`src/rtl/msg_deframer_if.sv`:
```
// ----------------------------------------------------------------------------
// msg_deframer_if
// Groups the word stream coming from the message-receive stage (enq*) and the
// assembled-message record handed to method dispatch (out*).
//
// Handshakes:
//   enq : a word moves on a rising CLK edge when enq__ENA && enq__RDY.
//         enq_last is qualified by enq__ENA. enq__RDY never depends on
//         enq__ENA, and a word offered while enq__RDY=0 is ignored.
//   out : a message moves on a rising CLK edge when out_valid && out_ready.
//         All out_* fields stay stable while out_valid is high and unaccepted.
//
// Modports:
//   master : the upstream producer plus the downstream consumer.
//   slave  : the deframer.
// ----------------------------------------------------------------------------
interface msg_deframer_if #(
  parameter int WIDTH     = 32,
  parameter int MAX_WORDS = 8
);
  localparam int LW = $clog2(MAX_WORDS + 1);

  logic                       enq__ENA;
  logic [WIDTH-1:0]           enq_v;
  logic                       enq_last;
  logic                       enq__RDY;

  logic                       out_valid;
  logic                       out_ready;
  logic [15:0]                out_id;
  logic [15:0]                out_hlen;
  logic [LW-1:0]              out_len;
  logic [MAX_WORDS*WIDTH-1:0] out_data;
  logic                       out_err;

  modport master (
    output enq__ENA, enq_v, enq_last, out_ready,
    input  enq__RDY, out_valid, out_id, out_hlen, out_len, out_data, out_err
  );

  modport slave (
    input  enq__ENA, enq_v, enq_last, out_ready,
    output enq__RDY, out_valid, out_id, out_hlen, out_len, out_data, out_err
  );
endinterface

```
`src/rtl/msg_deframer.sv`:
```
// ----------------------------------------------------------------------------
// msg_deframer
// Reassembles a framed word stream into one wide record. Word 0 of each
// message is a header (id in [31:16], declared payload length in [15:0]).
// The following words fill payload slots 0..MAX_WORDS-1. Words beyond the
// slot count are dropped and flagged. Once the last word arrives, the record
// is held on out_* with out_valid=1 until the consumer takes it. Input is
// stalled during that time.
//
// Ports:
//   CLK          clock
//   nRST         synchronous reset, active-high
//   bus          msg_deframer_if.slave (enq word stream + out record)
//   dbg_state_o  current FSM state (0=HDR, 1=BODY, 2=HOLD)
// ----------------------------------------------------------------------------
module msg_deframer #(
  parameter int WIDTH     = 32,
  parameter int MAX_WORDS = 8
) (
  input  logic                 CLK,
  input  logic                 nRST,
  msg_deframer_if.slave        bus,
  output logic [1:0]           dbg_state_o
);
  localparam int LW = $clog2(MAX_WORDS + 1);

  typedef enum logic [1:0] {
    HDR  = 2'd0,
    BODY = 2'd1,
    HOLD = 2'd2
  } state_t;

  state_t                     state_q, state_d;
  logic [15:0]                id_q, id_d;
  logic [15:0]                hlen_q, hlen_d;
  logic [LW-1:0]              cnt_q, cnt_d;
  logic [15:0]                rcv_q, rcv_d;    // full received payload count
  logic                       ovf_q, ovf_d;
  logic [MAX_WORDS*WIDTH-1:0] data_q, data_d;

  logic accept;

  // Ready comes from state only, so the producer never sees a loop via ENA.
  assign bus.enq__RDY = (state_q != HOLD);
  assign accept       = bus.enq__ENA && bus.enq__RDY;

  always_ff @(posedge CLK) begin
    if (nRST) begin
      state_q <= HDR;
      id_q    <= '0;
      hlen_q  <= '0;
      cnt_q   <= '0;
      rcv_q   <= '0;
      ovf_q   <= 1'b0;
      data_q  <= '0;
    end else begin
      state_q <= state_d;
      id_q    <= id_d;
      hlen_q  <= hlen_d;
      cnt_q   <= cnt_d;
      rcv_q   <= rcv_d;
      ovf_q   <= ovf_d;
      data_q  <= data_d;
    end
  end

  always_comb begin
    state_d = state_q;
    id_d    = id_q;
    hlen_d  = hlen_q;
    cnt_d   = cnt_q;
    rcv_d   = rcv_q;
    ovf_d   = ovf_q;
    data_d  = data_q;

    case (state_q)
      HDR: begin
        if (accept) begin
          id_d    = bus.enq_v[31:16];
          hlen_d  = bus.enq_v[15:0];
          cnt_d   = '0;
          rcv_d   = '0;
          ovf_d   = 1'b0;
          data_d  = '0;
          state_d = bus.enq_last ? HOLD : BODY;
        end
      end
      BODY: begin
        if (accept) begin
          if (cnt_q < LW'(MAX_WORDS)) begin
            // Decode the slot index instead of using a variable
            // part-select.
            for (int k = 0; k < MAX_WORDS; k++) begin
              if (cnt_q == LW'(k)) begin
                data_d[k*WIDTH +: WIDTH] = bus.enq_v;
              end
            end
            cnt_d = cnt_q + 1'b1;
          end else begin
            ovf_d = 1'b1;
          end
          if (rcv_q != 16'hFFFF) begin
            rcv_d = rcv_q + 16'd1;
          end
          if (bus.enq_last) begin
            state_d = HOLD;
          end
        end
      end
      HOLD: begin
        // No bypass: ready stays low during the accepting cycle.
        if (bus.out_ready) begin
          state_d = HDR;
        end
      end
      default: state_d = HDR;
    endcase
  end

  assign bus.out_valid = (state_q == HOLD);
  assign bus.out_id    = id_q;
  assign bus.out_hlen  = hlen_q;
  assign bus.out_len   = cnt_q;
  assign bus.out_data  = data_q;
  // Flag an overflow, or a mismatch between the declared and received lengths.
  assign bus.out_err   = ovf_q || (hlen_q != rcv_q);
  assign dbg_state_o   = state_q;
endmodule

```
`src/flat_wrapper.sv`:
```
// flat-port wrapper written by rule: the top's interface ports become plain ports
module msg_deframer_flat 
#(
  parameter int WIDTH     = 32,
  parameter int MAX_WORDS = 8
)
  (CLK, nRST, dbg_state_o, bus_enq__ENA, bus_enq_v, bus_enq_last, bus_out_ready, bus_enq__RDY, bus_out_valid, bus_out_id, bus_out_hlen, bus_out_len, bus_out_data, bus_out_err);
  msg_deframer_if #(.WIDTH(WIDTH), .MAX_WORDS(MAX_WORDS)) bus_i ();
  input  logic CLK;
  input  logic nRST;
  output logic [1:0] dbg_state_o;
  input wire logic [$bits(bus_i.enq__ENA)-1:0] bus_enq__ENA;
  input wire logic [$bits(bus_i.enq_v)-1:0] bus_enq_v;
  input wire logic [$bits(bus_i.enq_last)-1:0] bus_enq_last;
  input wire logic [$bits(bus_i.out_ready)-1:0] bus_out_ready;
  output wire logic [$bits(bus_i.enq__RDY)-1:0] bus_enq__RDY;
  output wire logic [$bits(bus_i.out_valid)-1:0] bus_out_valid;
  output wire logic [$bits(bus_i.out_id)-1:0] bus_out_id;
  output wire logic [$bits(bus_i.out_hlen)-1:0] bus_out_hlen;
  output wire logic [$bits(bus_i.out_len)-1:0] bus_out_len;
  output wire logic [$bits(bus_i.out_data)-1:0] bus_out_data;
  output wire logic [$bits(bus_i.out_err)-1:0] bus_out_err;
  assign bus_i.enq__ENA = bus_enq__ENA;
  assign bus_i.enq_v = bus_enq_v;
  assign bus_i.enq_last = bus_enq_last;
  assign bus_i.out_ready = bus_out_ready;
  assign bus_enq__RDY = bus_i.enq__RDY;
  assign bus_out_valid = bus_i.out_valid;
  assign bus_out_id = bus_i.out_id;
  assign bus_out_hlen = bus_i.out_hlen;
  assign bus_out_len = bus_i.out_len;
  assign bus_out_data = bus_i.out_data;
  assign bus_out_err = bus_i.out_err;
  msg_deframer #(.WIDTH(WIDTH), .MAX_WORDS(MAX_WORDS)) u_core (.CLK(CLK), .nRST(nRST), .bus(bus_i), .dbg_state_o(dbg_state_o));
endmodule
```
`config.mk`:
```
export PLATFORM = sky130hd
export DESIGN_NAME = msg_deframer_flat
export DESIGN_NICKNAME = d
export VERILOG_FILES = /design/src/rtl/msg_deframer_if.sv /design/src/rtl/msg_deframer.sv /design/src/flat_wrapper.sv
export SDC_FILE = /design/constraint.sdc
export NUM_CORES = 1
export LEC_CHECK = 0
export CAP_MARGIN = 10
export CORE_MARGIN = 3
export CORE_UTILIZATION = 35
export DETAILED_ROUTE_END_ITERATION = 6
export PLACE_DENSITY_LB_ADDON = 0.12
export SLEW_MARGIN = 5
export SYNTH_ARGS = -nofsm -noshare
export SYNTH_HDL_FRONTEND = slang
export SYNTH_SLANG_ARGS = --single-unit
```
`constraint.sdc`:
```
create_clock -name CLK -period 4.48 [get_ports CLK]
set_input_delay 0.896 -clock CLK [delete_from_list [all_inputs] [get_ports CLK]]
set_output_delay 0.896 -clock CLK [all_outputs]
set_load 0.02 [all_outputs]
```
== Word level (Yosys, flattened, before mapping) ==
Cells that the tools add are included.
Storage, ports and cells
  logic and storage cells: 92
  bits in read-only memories: 0
  input port bits: 37
  latch bits: 0
  output and inout port bits: 297
  bits in writable memories: 0
  memories kept: 0
  flip-flop bits (word level): 311
Operators by class
  shift-type cells: 0
  mux-type cells: 30
  reduce and logical (&&, ||, !) cells: 18
  div/mod/pow operators: 0
  add/sub/neg operators: 2
  bitwise gates (word level): 0
  eq/ne operators: 27
  magnitude comparators: 1
  $mul: 0
Operator list (number)
  $mux W256: 3
  $pmux W256 S2: 1
  $mux W32: 8
  $mux W16: 3
  $reduce_and A5 Y1: 8
  $pmux W16 S2: 1
  $ne A2 B1 Y1 const B: 12
  $add A16 B1 Y16 const B: 1
  $eq A4 B3 Y1 const B: 4
  $ne A16 B16 Y1: 1
  $ne A16 B16 Y1 const B: 1
  $reduce_and A4 Y1: 4
  $mux W4: 3
  $mux W2: 5
  $eq A4 B2 Y1 const B: 2
  $ne A2 B2 Y1 const B: 4
  $pmux W4 S2: 1
  $pmux W2 S3: 1
  $add A4 B1 Y4 const B: 1
  $eq A4 B1 Y1 const B: 1
  $logic_not A4 Y1: 1
  $lt A4 B4 Y1 const B: 1
  $mux W1: 3
  $eq A2 B1 Y1 const B: 1
  other kinds (7): 7

== Longest topological paths before layout ==
Gate-level depths: netlist of run 1.
  depth after elaboration: 5
  gate-level depth with buffers: 9
  gate-level depth less buffers: 7

== Worst setup path before layout of run 1 ==
OpenSTA, ideal clock, no wires.
  path kind: reg-to-output
  start point: register u_core.hlen_q[5], in the netlist u_core.bus.out_hlen[5]
  end point: output port bus_out_err
  arrival time: 1.414 ns
  stages on the path, launching flop included: 5
  slack: 2.170 ns
  data required time: 3.584 ns
  buffers on the path: 0
  cells stage by stage: dfxtp_1 > xor2_1 > nor4_1 > nand3_1 > or4_1
On the way
  longest elaborated chain between the ends: 2
Ends and longest elaborated chain
  start, declared: line msg_deframer.sv:35  | logic [15:0] hlen_q, hlen_d;
  start signal, assigned: line msg_deframer.sv:59  | hlen_q <= hlen_d;
  $ne A16 B16 Y1: line msg_deframer.sv:126  | assign bus.out_err = ovf_q || (hlen_q != rcv_q);
  $logic_or A1 B1 Y1: line msg_deframer.sv:126
  end, declared: line flat_wrapper.sv:22  | output wire logic [$bits(bus_i.out_err)-1:0] bus_out_err;
Every way passes these cells.

== Worst setup path in the final report of run 1 ==
  start point: register u_core.rcv_q[0]
  end point: output port bus_out_err
On the way
  longest elaborated chain between the ends: 2
Ends and longest elaborated chain
  start, declared: line msg_deframer.sv:37  | logic [15:0] rcv_q, rcv_d;
  start signal, assigned: line msg_deframer.sv:61  | rcv_q <= rcv_d;
  $ne A16 B16 Y1: line msg_deframer.sv:126
  $logic_or A1 B1 Y1: line msg_deframer.sv:126
Every way passes these cells.

==> results of run 1 <==
[area by class of cell]
| cell class | count | share of cell area [%] |
|---|---|---|
| multi-input cells | 1063 | 30.1 |
| clock buffers | 53 | 6.83 |
| inverters | 4 | 0.0911 |
| well taps | 442 | 3.36 |
| flip-flops and latches | 311 | 37.8 |
| repair buffers | 354 | 21.3 |
| clock inverters | 7 | 0.516 |
[worst max-delay path, stage by stage, from the launching register on]
cell	delay (ns)
dfxtp_1	0.49
xor2_1	0.11
nor4_1	0.34
nand3_1	0.13
or4_1	0.46
clkdlybuf4s50_1	0.57
[sequential cells by signal, indices dropped and copies added (netlist names)]
register,flops
u_core.dbg_state_o,2
u_core.bus.out_len,4
u_core.bus.out_hlen,16
u_core.bus.out_data,256
u_core.rcv_q,16
u_core.bus.out_id,16
u_core.ovf_q,1
[final timing paths]
path / start / endpoint / slack (ns) / cells past startpoint
setup / recovery: u_core.rcv_q[0] / bus_out_err / 0.98 / 5
hold / removal: u_core.bus.out_data[100] / u_core.bus.out_data[100] / 0.45 / 2
setup reg to reg: u_core.dbg_state_o[0] / u_core.rcv_q[9] / 1.58 / 5
hold reg to reg: u_core.bus.out_data[100] / u_core.bus.out_data[100] / 0.45 / 2
[through the flow]
step | utilization [%] | worst slack [ns] | hold slack [ns]
3_3_place_gp | 46.4 | 1.31 | 0.441
5_1_grt | 50.1 | 0.896 | 0.472
6_report | 50.1 | 0.979 | 0.451
3_5_place_dp | 46.4 | 1.24 | 0.446
4_1_cts | 50.1 | 0.972 | 0.454
2_1_floorplan | - | 2.17 | 0.478
[per-layer routing]
layer  up-vias  wire length (µm)
met5         -                 0
met4         0              1180
met3        66              3620
met2       358             20100
met1      5165             17600
li1       5402                 -
[logic make-up (layout without fill, tap and decap cells)]
family	after synthesis	count (layout)
compound gates	339	339
xor+xnor	18	18
fa+ha+maj	5	5
buf+inv	145	418
flops	311	311
mux	1	1
simple gates	700	700
[power by group]
group	internal [mW]	total (mW)	switching [mW]
logic	0.243	0.731	0.488
registers	2.84	2.89	0.0513
clock network	1.84	2.98	1.14
total	4.92	6.60	1.68
[synthesized netlist by cell type, types with 7 or more instances]
master	count	share of area (%)
a31oi_1	7	0.37
a21oi_1	301	13
and2_1	35	1.9
clkbuf_1	77	2.4
nand3_1	7	0.30
nor3_1	9	0.38
o21ai_1	7	0.30
xor2_1	13	0.96
nand2b_1	9	0.48
buf_2	50	2.1
nor2_1	10	0.32
nand2_1	604	19
dfxtp_1	311	53
==> run_results.csv, run 1 <==
group,metric,value,unit
critical_path,crit_required,3.58,ns
clock_tree,cts_tree,"yes",
logic_synthesis,yosys.area_share.simple,24.3,%
clock_tree,cts-root-buf,"clkbuf_16",
die,placementRows,66,
layout,final_common_cell,"nand2_1",
logic_synthesis,synthAdderAreaFrac,0.530,%
timing,relSlewSlack,39.1,%
clock_tree,numClockSinks,311,
grt,grt_max_degree,132,
status,outcome,"completed",
timing,rsz0062_at_grt,"no",
route,dr.pass1.iters,5,
grt,grt.busiest_layer,"met2",
layout,synthToLayoutAreaGrowth,39.5,%
logic_synthesis,ys_seq_elements,311,
die,core_area,0.0329,mm²
layout,num_antenna_cells,0,
clock_tree,post_cts_buffers,0,
worst_hold_path,hp-class,"reg2reg",
layout,final_cell_mix,"nand2_1, clkdlybuf4s50_1, dfxtp_1",
layout,multi_input_area,0.00496,mm²
grt,gr-total-overflow,0,
grt,met3_usage,7.33,%
grt,met2_usage,38.1,%
route,routed_via_density,4.92,
logic_synthesis,yosys_warnings,0,
pwr,power.leakage,5.55,nW
critical_path,path_class,"reg2out",
route,ant_nets,0,
critical_path,startpoint_type,"register",
clock_tree,ctsHoldBuffers,0,
timing,setup_tns,0,ns
die,die_h,190,µm
clock_tree,clockBufferDepth,3,
logic_synthesis,synth-compound-area-share,15.4,%
logic_synthesis,synth-main-ff-cell,"dfxtp_1",
grt,antenna_found_initial,0,
die,pin_count,334,
logic_synthesis,syn-cell-area,0.0118,mm²
timing,max_freq,0.286,GHz
die,die_area,0.0360,mm²
placed_design,place_area,0.0153,mm²
clock_tree,clock_latency,0.51,ns
run,cap_violations,0,
die,start_util,35.9,%
route,drc,0,
grt,grt_use_total,22.9,%
die,die_x,190,µm
critical_path,cp_max_fo,7,
logic_synthesis,synthCells,1519,
grt,grtUsageMet1,28.6,%
pwr,ir_drop,0.000269,V
placed_design,dp_hpwl,28500,µm
logic_synthesis,synth_xor_area_share,1.33,%
clock_tree,cts-buffers-inserted,36,
timing,final_max_slew_viol_count,0,
timing,hold_violations,0,
logic_synthesis,async_reset_ff_share,0,%
timing,final-setup-viol-count,0,
placed_design,gp_congestion,0.802,
logic_synthesis,synth_mux_area_share,0.0848,%
clock_tree,htree_levels,2,
logic_synthesis,syn-mean-instance-area,7.77,µm²
logic_synthesis,synth_top_family_by_area,"simple AND/OR/NAND/NOR gates",
route,drt_iter0_drc,703,
logic_synthesis,synth_edf_count,0,
timing,fin_crit_sh,78.1,%
route,wl_per_cell,19.0,µm
logic_synthesis,seq_area_frac_synth,52.7,%
layout,fin_cells,2234,
layout,nNetsFinal,1812,
route,routed-via-count,11000,
grt,grt_pass1_wl,64400,µm
timing,fin_skew,0.0118,ns
grt,grt_pass1_vias,10500,
layout,fill_cells,3240,
logic_synthesis,synthDistinctLibCells,50,
route,routed_wl,42500,µm
pwr,total_power,6.60,mW
pwr,p_per_area,401,mW/mm²
logic_synthesis,synth_nets,1561,
layout,fin_area,0.0165,mm²
critical_path,cp.arrival,2.60,ns
clock_tree,clk_pin_slew,0.06,ns
critical_path,endpoint_kind,"output pin",
layout,drive_above_1_share,5.58,%
timing,worst_pin_slew,0.913,ns
clock_tree,ctsResizeCount,0,
placed_design,placed_cells,2174,
layout,seq_area,0.00623,mm²
timing,fin_crit,3.50,ns
placed_design,portBuffers,333,
Note: power is estimated with default switching activity, not from simulation.
==> run 2, diff against run 1 <==
- clock period: 4.48 -> 3.6 ns (I/O delays scaled with it)
==> run_results.csv, run 2 (synthesis results as in run 1) <==
group,metric,value,unit
status,outcome,"completed",
timing,worst_pin_slew,0.909,ns
placed_design,place_area,0.0153,mm²
timing,relSlewSlack,39.3,%
timing,fin_crit_sh,89.2,%
route,routed_via_density,4.89,
die,placementRows,66,
layout,synthToLayoutAreaGrowth,39.8,%
timing,fin_skew,0.0157,ns
layout,final_cell_mix,"nand2_1, clkdlybuf4s50_1, dfxtp_1",
critical_path,reg2reg_slack,1.18,ns
timing,setup_ws,0.389,ns
layout,largest_reg_flops,256,
route,ant_nets,0,
route,dr.pass1.iters,4,
grt,grt_use_total,22.7,%
critical_path,path_class,"reg2out",
critical_path,rr_endpoint,"u_core.rcv_q[9]",
timing,final_max_slew_viol_count,0,
timing,hold_violations,0,
run,cap_violations,0,
timing,holdWs,0.451,ns
grt,grt_pass1_wl,63800,µm
layout,fill_cells,3235,
layout,drive_above_1_share,5.51,%
clock_tree,post_cts_buffers,0,
layout,fin_area,0.0165,mm²
clock_tree,htree_levels,2,
timing,fin_crit,3.21,ns
clock_tree,cts-buffers-inserted,35,
placed_design,pre_cts_slack,0.691,ns
critical_path,cp_max_fo,7,
grt,grt_pass1_vias,10300,
clock_tree,clockBufferDepth,3,
grt,gr-total-overflow,0,
die,core_area,0.0329,mm²
worst_hold_path,hp-class,"reg2reg",
placed_design,dp_hpwl,28900,µm
pwr,ir_drop,0.000245,V
critical_path,startpoint_type,"register",
die,die_area,0.0360,mm²
layout,num_antenna_cells,0,
die,start_util,35.9,%
critical_path,cp.arrival,2.49,ns
placed_design,gp_congestion,0.817,
layout,final_common_cell,"nand2_1",
pwr,power.leakage,5.55,nW
clock_tree,clk_pin_slew,0.06,ns
die,die_h,190,µm
die,die_x,190,µm
clock_tree,cts-root-buf,"clkbuf_16",
critical_path,reg2reg_depth,6,
die,pin_count,334,
pwr,p_per_area,494,mW/mm²
route,routed_wl,42400,µm
critical_path,crit_start,"u_core.rcv_q[0]",
critical_path,endpoint_kind,"output pin",
placed_design,portBuffers,333,
timing,max_freq,0.311,GHz
route,wl_per_cell,18.9,µm
route,routed-via-count,10900,
timing,rsz0062_at_grt,"no",
clock_tree,ctsHoldBuffers,0,
critical_path,endpoint,"bus_out_err",
critical_path,r2r_start,"u_core.dbg_state_o[0]",
clock_tree,ctsResizeCount,0,
clock_tree,numClockSinks,311,
clock_tree,clock_latency,0.52,ns
timing,setup_tns,0,ns
critical_path,crit_required,2.88,ns
route,drc,0,
route,drt_iter0_drc,742,
timing,final-setup-viol-count,0,
layout,nNetsFinal,1815,
grt,antenna_found_initial,0,
pwr,total_power,8.15,mW
clock_tree,cts_tree,"yes",
grt,grt_max_degree,92,
run 2: cell types whose count changed in the layout (fill, tap and decap cells not counted):
cell        before  now
buf_12           1    4
clkinv_2         5    2
bufinv_16        2    3
clkbuf_16       37   36
clkbuf_8        14    8
clkinv_8         0    1
clkbuf_1         2    8
clkinvlp_4       0    2
buf_4           20   21
inv_6            0    1
run 2: routing by layer:
| layer | track usage (%) | vias up | share of wire, % |
|---|---|---|---|
| met5 | 0 | - | 0 |
| met4 | 5.89 | 0 | 2.1 |
| met3 | 7.52 | 53 | 8.6 |
| met2 | 37.2 | 338 | 47 |
| met1 | 28.8 | 5148 | 42 |
| li1 | - | 5409 | - |
run 2: critical path: stages, from the launching register on:
cell and delay, ns:
dfxtp_1 0.48, xor2_1 0.11, nor4_1 0.33, nand3_1 0.09, or4_1 0.42, clkdlybuf4s50_1 0.56
run 2: through the flow:
step	utilization, %	cells
floorplan	-	1519
global route	50.2	2239
CTS	50.2	2239
detailed placement	46.6	2178
finish	50.2	2239
global placement	46.6	2178
run 2: final cells by class:
class / instances / area (µm²) / area share (%)
clock buffer: 52 / 1040 / 6.30
tap: 442 / 553 / 3.35
timing repair buffer: 358 / 3580 / 21.7
clock inverter: 9 / 140 / 0.849
sequential: 311 / 6230 / 37.7
multi-input combinational: 1063 / 4960 / 30.1
inverter: 4 / 15.0 / 0.0909
run 2: power by group:
group / internal [mW] / switching, mW
clock network: 2.22 / 1.42
registers: 3.53 / 0.0596
logic: 0.312 / 0.612
total: 6.07 / 2.09
run 2: how the worst min path moves through the flow:
stage | depth (start not counted) | endpoint | startpoint
6_report | 2 | u_core.bus.out_id[4] | u_core.bus.out_id[4]
5_1_grt | 2 | u_core.bus.out_data[179] | u_core.bus.out_data[179]
4_1_cts | 2 | u_core.bus.out_id[4] | u_core.bus.out_id[4]
3_5_place_dp | 2 | u_core.bus.out_id[3] | u_core.bus.out_id[3]
3_3_place_gp | 2 | u_core.bus.out_data[214] | u_core.bus.out_data[214]
2_1_floorplan | 2 | u_core.ovf_q | u_core.ovf_q
